<file path="src/rtl/vga_timing_gen_if.sv">
// rtl/vga_timing_gen_if.sv - raster timing bundle between vga_timing_gen and its consumers
interface vga_timing_gen_if;
   logic       pixel_clk;
   logic       pixel_en;
   logic       hs;
   logic       vs;
   logic       blank;
   logic       sync;
   logic [9:0] DrawX;
   logic [9:0] DrawY;
   logic       frame_start;
   logic       line_start;
   logic [7:0] frame_count;

   modport master (
      output pixel_clk, pixel_en, hs, vs, blank, sync,
      output DrawX, DrawY, frame_start, line_start, frame_count
   );

   modport slave (
      input pixel_clk, pixel_en, hs, vs, blank, sync,
      input DrawX, DrawY, frame_start, line_start, frame_count
   );
endinterface

</file>
<file path="src/rtl/vga_timing_gen.sv">
// rtl/vga_timing_gen.sv - VGA raster timing: pixel enable, X/Y counters, syncs, blank, strobes
// Optional frame counter enabled by defining VGA_TIMING_FRAME_COUNTER_EN.
module vga_timing_gen #(
   parameter int H_VISIBLE = 640,
   parameter int H_FRONT   = 16,
   parameter int H_SYNC    = 96,
   parameter int H_BACK    = 48,
   parameter int V_VISIBLE = 480,
   parameter int V_FRONT   = 10,
   parameter int V_SYNC    = 2,
   parameter int V_BACK    = 33
) (
   input  logic             Clk,
   input  logic             Reset,
   vga_timing_gen_if.master vga
);
   localparam int H_TOTAL = H_VISIBLE + H_FRONT + H_SYNC + H_BACK;
   localparam int V_TOTAL = V_VISIBLE + V_FRONT + V_SYNC + V_BACK;

   localparam logic [9:0] H_LAST   = 10'(H_TOTAL - 1);
   localparam logic [9:0] V_LAST   = 10'(V_TOTAL - 1);
   localparam logic [9:0] H_VIS    = 10'(H_VISIBLE);
   localparam logic [9:0] V_VIS    = 10'(V_VISIBLE);
   localparam logic [9:0] HS_FIRST = 10'(H_VISIBLE + H_FRONT);
   localparam logic [9:0] HS_LAST  = 10'(H_VISIBLE + H_FRONT + H_SYNC - 1);
   localparam logic [9:0] VS_FIRST = 10'(V_VISIBLE + V_FRONT);
   localparam logic [9:0] VS_LAST  = 10'(V_VISIBLE + V_FRONT + V_SYNC - 1);

   logic       phase;
   logic [9:0] x_q, y_q;
   logic [9:0] x_nxt, y_nxt;
   logic       h_wrap, v_wrap;
   logic       hs_q, vs_q, blank_q;
   logic       line_q, frame_q;

   // Counters only move on the phase-1 cycle, i.e. when pixel_en is high.
   always_comb begin
      x_nxt  = x_q;
      y_nxt  = y_q;
      h_wrap = phase && (x_q == H_LAST);
      v_wrap = h_wrap && (y_q == V_LAST);
      if (phase) begin
         if (x_q == H_LAST) begin
            x_nxt = '0;
            y_nxt = (y_q == V_LAST) ? '0 : y_q + 10'd1;
         end else begin
            x_nxt = x_q + 10'd1;
         end
      end
   end

   // Decodes use next-state counters so they land on the same edge as DrawX/DrawY.
   always_ff @(posedge Clk) begin
      if (Reset) begin
         phase   <= 1'b0;
         x_q     <= '0;
         y_q     <= '0;
         hs_q    <= 1'b1;
         vs_q    <= 1'b1;
         blank_q <= 1'b0;
         line_q  <= 1'b0;
         frame_q <= 1'b0;
      end else begin
         phase   <= ~phase;
         x_q     <= x_nxt;
         y_q     <= y_nxt;
         hs_q    <= !((x_nxt >= HS_FIRST) && (x_nxt <= HS_LAST));
         vs_q    <= !((y_nxt >= VS_FIRST) && (y_nxt <= VS_LAST));
         blank_q <= (x_nxt < H_VIS) && (y_nxt < V_VIS);
         line_q  <= h_wrap;
         frame_q <= v_wrap;
      end
   end

`ifdef VGA_TIMING_FRAME_COUNTER_EN
   logic [7:0] frame_cnt_q;

   always_ff @(posedge Clk) begin
      if (Reset) begin
         frame_cnt_q <= '0;
      end else if (v_wrap) begin
         frame_cnt_q <= frame_cnt_q + 8'd1;
      end
   end

   assign vga.frame_count = frame_cnt_q;
`else
   assign vga.frame_count = 8'h00;
`endif

   assign vga.pixel_clk   = phase;
   assign vga.pixel_en    = phase;
   assign vga.hs          = hs_q;
   assign vga.vs          = vs_q;
   assign vga.blank       = blank_q;
   assign vga.sync        = 1'b0;
   assign vga.DrawX       = x_q;
   assign vga.DrawY       = y_q;
   assign vga.line_start  = line_q;
   assign vga.frame_start = frame_q;
endmodule

</file>
<file path="src/flat_wrapper.sv">
// flat-port wrapper written by rule: the top's interface ports become plain ports
module vga_timing_gen_flat 
#(
   parameter int H_VISIBLE = 640,
   parameter int H_FRONT   = 16,
   parameter int H_SYNC    = 96,
   parameter int H_BACK    = 48,
   parameter int V_VISIBLE = 480,
   parameter int V_FRONT   = 10,
   parameter int V_SYNC    = 2,
   parameter int V_BACK    = 33
)
  (Clk, Reset, vga_pixel_clk, vga_pixel_en, vga_hs, vga_vs, vga_blank, vga_sync, vga_DrawX, vga_DrawY, vga_frame_start, vga_line_start, vga_frame_count);
  vga_timing_gen_if vga_i ();
  input  logic Clk;
  input  logic Reset;
  output wire logic [$bits(vga_i.pixel_clk)-1:0] vga_pixel_clk;
  output wire logic [$bits(vga_i.pixel_en)-1:0] vga_pixel_en;
  output wire logic [$bits(vga_i.hs)-1:0] vga_hs;
  output wire logic [$bits(vga_i.vs)-1:0] vga_vs;
  output wire logic [$bits(vga_i.blank)-1:0] vga_blank;
  output wire logic [$bits(vga_i.sync)-1:0] vga_sync;
  output wire logic [$bits(vga_i.DrawX)-1:0] vga_DrawX;
  output wire logic [$bits(vga_i.DrawY)-1:0] vga_DrawY;
  output wire logic [$bits(vga_i.frame_start)-1:0] vga_frame_start;
  output wire logic [$bits(vga_i.line_start)-1:0] vga_line_start;
  output wire logic [$bits(vga_i.frame_count)-1:0] vga_frame_count;
  assign vga_pixel_clk = vga_i.pixel_clk;
  assign vga_pixel_en = vga_i.pixel_en;
  assign vga_hs = vga_i.hs;
  assign vga_vs = vga_i.vs;
  assign vga_blank = vga_i.blank;
  assign vga_sync = vga_i.sync;
  assign vga_DrawX = vga_i.DrawX;
  assign vga_DrawY = vga_i.DrawY;
  assign vga_frame_start = vga_i.frame_start;
  assign vga_line_start = vga_i.line_start;
  assign vga_frame_count = vga_i.frame_count;
  vga_timing_gen #(.H_VISIBLE(H_VISIBLE), .H_FRONT(H_FRONT), .H_SYNC(H_SYNC), .H_BACK(H_BACK), .V_VISIBLE(V_VISIBLE), .V_FRONT(V_FRONT), .V_SYNC(V_SYNC), .V_BACK(V_BACK)) u_core (.Clk(Clk), .Reset(Reset), .vga(vga_i));
endmodule
</file>
<file path="config.mk">
export PLATFORM = sky130hd
export DESIGN_NAME = vga_timing_gen_flat
export DESIGN_NICKNAME = d
export VERILOG_FILES = /design/src/rtl/vga_timing_gen_if.sv /design/src/rtl/vga_timing_gen.sv /design/src/flat_wrapper.sv
export SDC_FILE = /design/constraint.sdc
export NUM_CORES = 1
export LEC_CHECK = 0
export CAP_MARGIN = 20
export CORE_MARGIN = 1
export CORE_UTILIZATION = 47
export DETAILED_ROUTE_END_ITERATION = 12
export GPL_TIMING_DRIVEN = 0
export PLACE_DENSITY = 0.78
export SLEW_MARGIN = 25
export SYNTH_ARGS = -nofsm -noshare
export SYNTH_HDL_FRONTEND = slang
export SYNTH_SLANG_ARGS = --single-unit
</file>
<file path="constraint.sdc">
create_clock -name Clk -period 2.4 [get_ports Clk]
set_input_delay 0.36 -clock Clk [delete_from_list [all_inputs] [get_ports Clk]]
set_output_delay 0.36 -clock Clk [all_outputs]
set_load 0.01 [all_outputs]
</file>
==> summary.md <==
| Metric | Value |
|---|---|
| Status | `finished with violations` |
| Violated checks | `DRC` |
| WL per Instance | `13.52 um` |
| Post_cts resized | `0` |
| CP cell instances | `inv_1, ha_1, or4b_4, nor4_4, a31oi_1, o21ai_2, and3b_1, o2111ai_1` |
| Detail Placement HPWL | `2.305 mm` |
| Tcrit/Tclk final | `91.51%` |
| Final hold vios | `0` |
| Actual slew at the worst max-slew pin | `0.5126 ns` |
| Post-CTS Hold Fix Bufs | `0` |
| Post-synthesis cell type count | `48` |
| Share of post-route cells with drive strength above 1 | `around 15%` |
| Reg2Reg Launch Point | `u_core.vga.DrawY[0]$_SDFF_PP0_` |
| Mean Syn Cell Area | `between 8 and 9 um2` |
| Clock slew at reported path FFs | `0.15 ns` |
| Placer Congestion | `between 0.8 and 0.9` |
| Crit path capture type | `flip-flop` |
| Initial DRC Count | `49` |
| MaxCap Viol Count | `0` |
| CP Class | `reg2reg` |
| Number of remaining DRC errors | `4` |
| Drt first pass iters | `8` |
| H-tree levels | `1` |
| Drt total wl | `3.150 mm` |
| Family with the most delay on the worst path | `simple AND/OR/NAND/NOR gates` |
| Die H | `between 50 and 60 um` |
| Die Width | `57.07 um` |
| Post-DR vias/cell | `5.464` |
| Max VDD drop | `0.0002034 V` |
| Initial cell density of the core | `50.80%` |
| Area grow syn2layout | `28.18%` |
| CP arrival | `2.41 ns` |
| Critical path launch point type | `flip-flop` |
| WHS | `0.5527 ns` |
| Root Buffer | `clkbuf_4` |
| CP peak stage delay | `0.48 ns` |
| #FFs+latches synth | `26` |
| Slew Limit Headroom | `65.83%` |
| Top FF cell, synth | `dfxtp_1` |
| CTS Sinks | `26` |
| YS warnings | `0` |
| Fill cells | `249` |
| CTS tree | `yes` |
| Min-delay worst type | `reg2reg` |
| All-Layer GR Usage | `20.00%` |
| Fin crit period | `2.196 ns` |
| CP startpoint | `u_core.vga.DrawY[0]$_SDFF_PP0_` |
| Final setup viols | `0` |
| First-pass GRT wire length | `5.085 mm` |
| CTS Buffer Depth | `2` |
| Crit path to | `u_core.vga.vs$_SDFF_PP1_` |
| Crit Path Max Fanout | `7` |
| Via Count | `around 1300` |
| Critical path depth | `8` |
| Mapped cell area | `1425 um2` |
| Worst Path Buf+Inv | `1` |
| CTS Buf Count | `3` |
| Worst skew pair latency | `0.34 ns` |
| Largest net degree at the start of global routing | `16` |
| Max-slew violation count | `0` |
| Post-Synthesis Cells | `162` |
| Static Leak | `0.0006937 uW` |
| F_max | `0.4553 GHz` |
| Sequential area share after synthesis | `~37%` |
| I/O pin count | `38` |
| PortBufs | `28` |
| R2R Setup Slk | `0.20 ns` |
| Initial antenna violation count | `0` |
| Post-synth EDFFs | `0` |
| R2R cell count | `8` |
| Core Region | `2805 um2` |
| RSZ-0062 raised after global routing | `false` |
| Vias in the first global route | `1149` |
| Post-route setup TNS | `0 ns` |
| Fin nets | `about 210` |
| Row count | `19` |
| Asr flop ratio synth | `0%` |
| Critical Path RT | `approximately 2.6 ns` |
| Fin Clk Skew | `0.005035 ns` |
| PD cells | `444.5 nW/um2` |
| Die ar. | `3256 um2` |
| Gr ovfl total | `0` |
| Postcts setup bufs | `0` |
| Antenna Diode Count | `0` |
| Final ANT Viol Nets | `0` |
| RR Endpoint | `u_core.vga.vs$_SDFF_PP1_` |
| Slowest-stage cell, CP | `or4b_4` |
stage by stage:
stage | instance area (um2) | power [uW] | setup slack (ns) | util (%) | cells
floorplan | 1455 | 487.7 | 0.4797 | - | 170
global placement | 1774 | 505.7 | 0.2851 | 63.25 | 229
detailed placement | 1774 | 507.5 | 0.2739 | 63.25 | 229
CTS | 1827 | 818.5 | 0.2035 | 65.12 | 233
global route | 1827 | 844.3 | 0.09616 | 65.12 | 233
finish | 1827 | 812.1 | 0.2038 | 65.12 | 233
cell type report:
class / instances / area (um2) / area share (%)
multi-input combinational: 125 / 813.3 / 44.52
sequential: 26 / 520.5 / 28.49
timing repair buffer: 28 / 280.3 / 15.34
buffer: 15 / 106.4 / 5.822
tap: 31 / 38.79 / 2.123
clock inverter: 1 / 30.03 / 1.644
clock buffer: 3 / 22.52 / 1.233
inverter: 4 / 15.01 / 0.8219
placed cells by master (no fill, tap or decap), types with 3 or more instances in the layout:
cell type,n
a21oi_1,6
buf_4,11
clkbuf_4,3
clkdlybuf4s50_1,28
conb_1,9
dfxtp_1,26
ha_1,3
inv_1,4
nand2_1,10
nand3_1,8
nor2_1,24
nor3_1,9
nor4_1,3
o21ai_0,5
xnor2_1,5
xor2_1,7
sequential cells by signal (all words and copies together), names as in the netlist:
name / cells
u_core.vga.blank: 1
u_core.vga.frame_start: 1
u_core.vga.DrawX: 10
u_core.vga.pixel_clk: 1
u_core.vga.line_start: 1
u_core.vga.DrawY: 10
u_core.vga.vs: 1
u_core.vga.hs: 1
cell usage after synthesis (2+ instances only):
master,count,area (um2)
ha_1,3,37.54
o2111ai_1,2,17.52
dfxtp_1,26,520.5
nor2_1,24,90.09
buf_4,11,82.58
and2_1,2,12.51
nand3b_1,2,15.01
nand2_1,10,37.54
a21oi_1,6,30.03
nand3_1,8,40.04
inv_1,4,15.01
mux2i_1,2,20.02
nor4_1,3,18.77
xor2_1,7,61.31
clkbuf_1,2,7.510
and3b_1,2,17.52
o21ai_0,5,25.02
nor3_1,9,45.04
xnor2_1,5,43.79
per-layer routing:
layer | vias to the layer above | wire (um) | track usage [%]
li1 | 630 | - | -
met1 | 589 | 1438 | 25.53
met2 | 49 | 1535 | 34.62
met3 | 5 | 141 | 2.041
met4 | 0 | 34 | 8.014
met5 | - | 0 | 0
power breakdown:
part	internal (uW)	switching (uW)	leakage [uW]	total, uW
sequential	437	7.12	0.000210	444
clock	169	144	0.0000279	314
combinational	29.4	24.8	0.000455	54.3
total	636	176	0.000694	812
logic make-up (layout without fill, tap and decap cells):
group                      count (synthesis)  in the layout  share of synthesized area (%)
xor gates and xnor gates                  12             12                          7.375
buffers and inverters                     19             51                          8.516
and+or+nand+nor                           75             75                          30.73
adders and majority gates                  3              3                          2.634
DFF                                       26             26                          36.52
muxes                                      2              2                          1.405
other                                      1              9                         0.2631
AOI/OAI and AO/OA                         24             24                          12.56
how the worst min path moves through the flow:
stage,start,end,slack [ns],cells after the start
detailed placement,u_core.vga.pixel_clk$_SDFF_PP0_,u_core.vga.pixel_clk$_SDFF_PP0_,0.53,1
floorplan,Reset,u_core.vga.DrawY[1]$_SDFF_PP0_,0.44,1
CTS,u_core.vga.pixel_clk$_SDFF_PP0_,u_core.vga.pixel_clk$_SDFF_PP0_,0.56,1
global placement,u_core.vga.pixel_clk$_SDFF_PP0_,u_core.vga.pixel_clk$_SDFF_PP0_,0.52,1
global route,u_core.vga.pixel_clk$_SDFF_PP0_,u_core.vga.pixel_clk$_SDFF_PP0_,0.60,1
finish,u_core.vga.pixel_clk$_SDFF_PP0_,u_core.vga.pixel_clk$_SDFF_PP0_,0.55,1
Power figures use the tool's default switching activity.
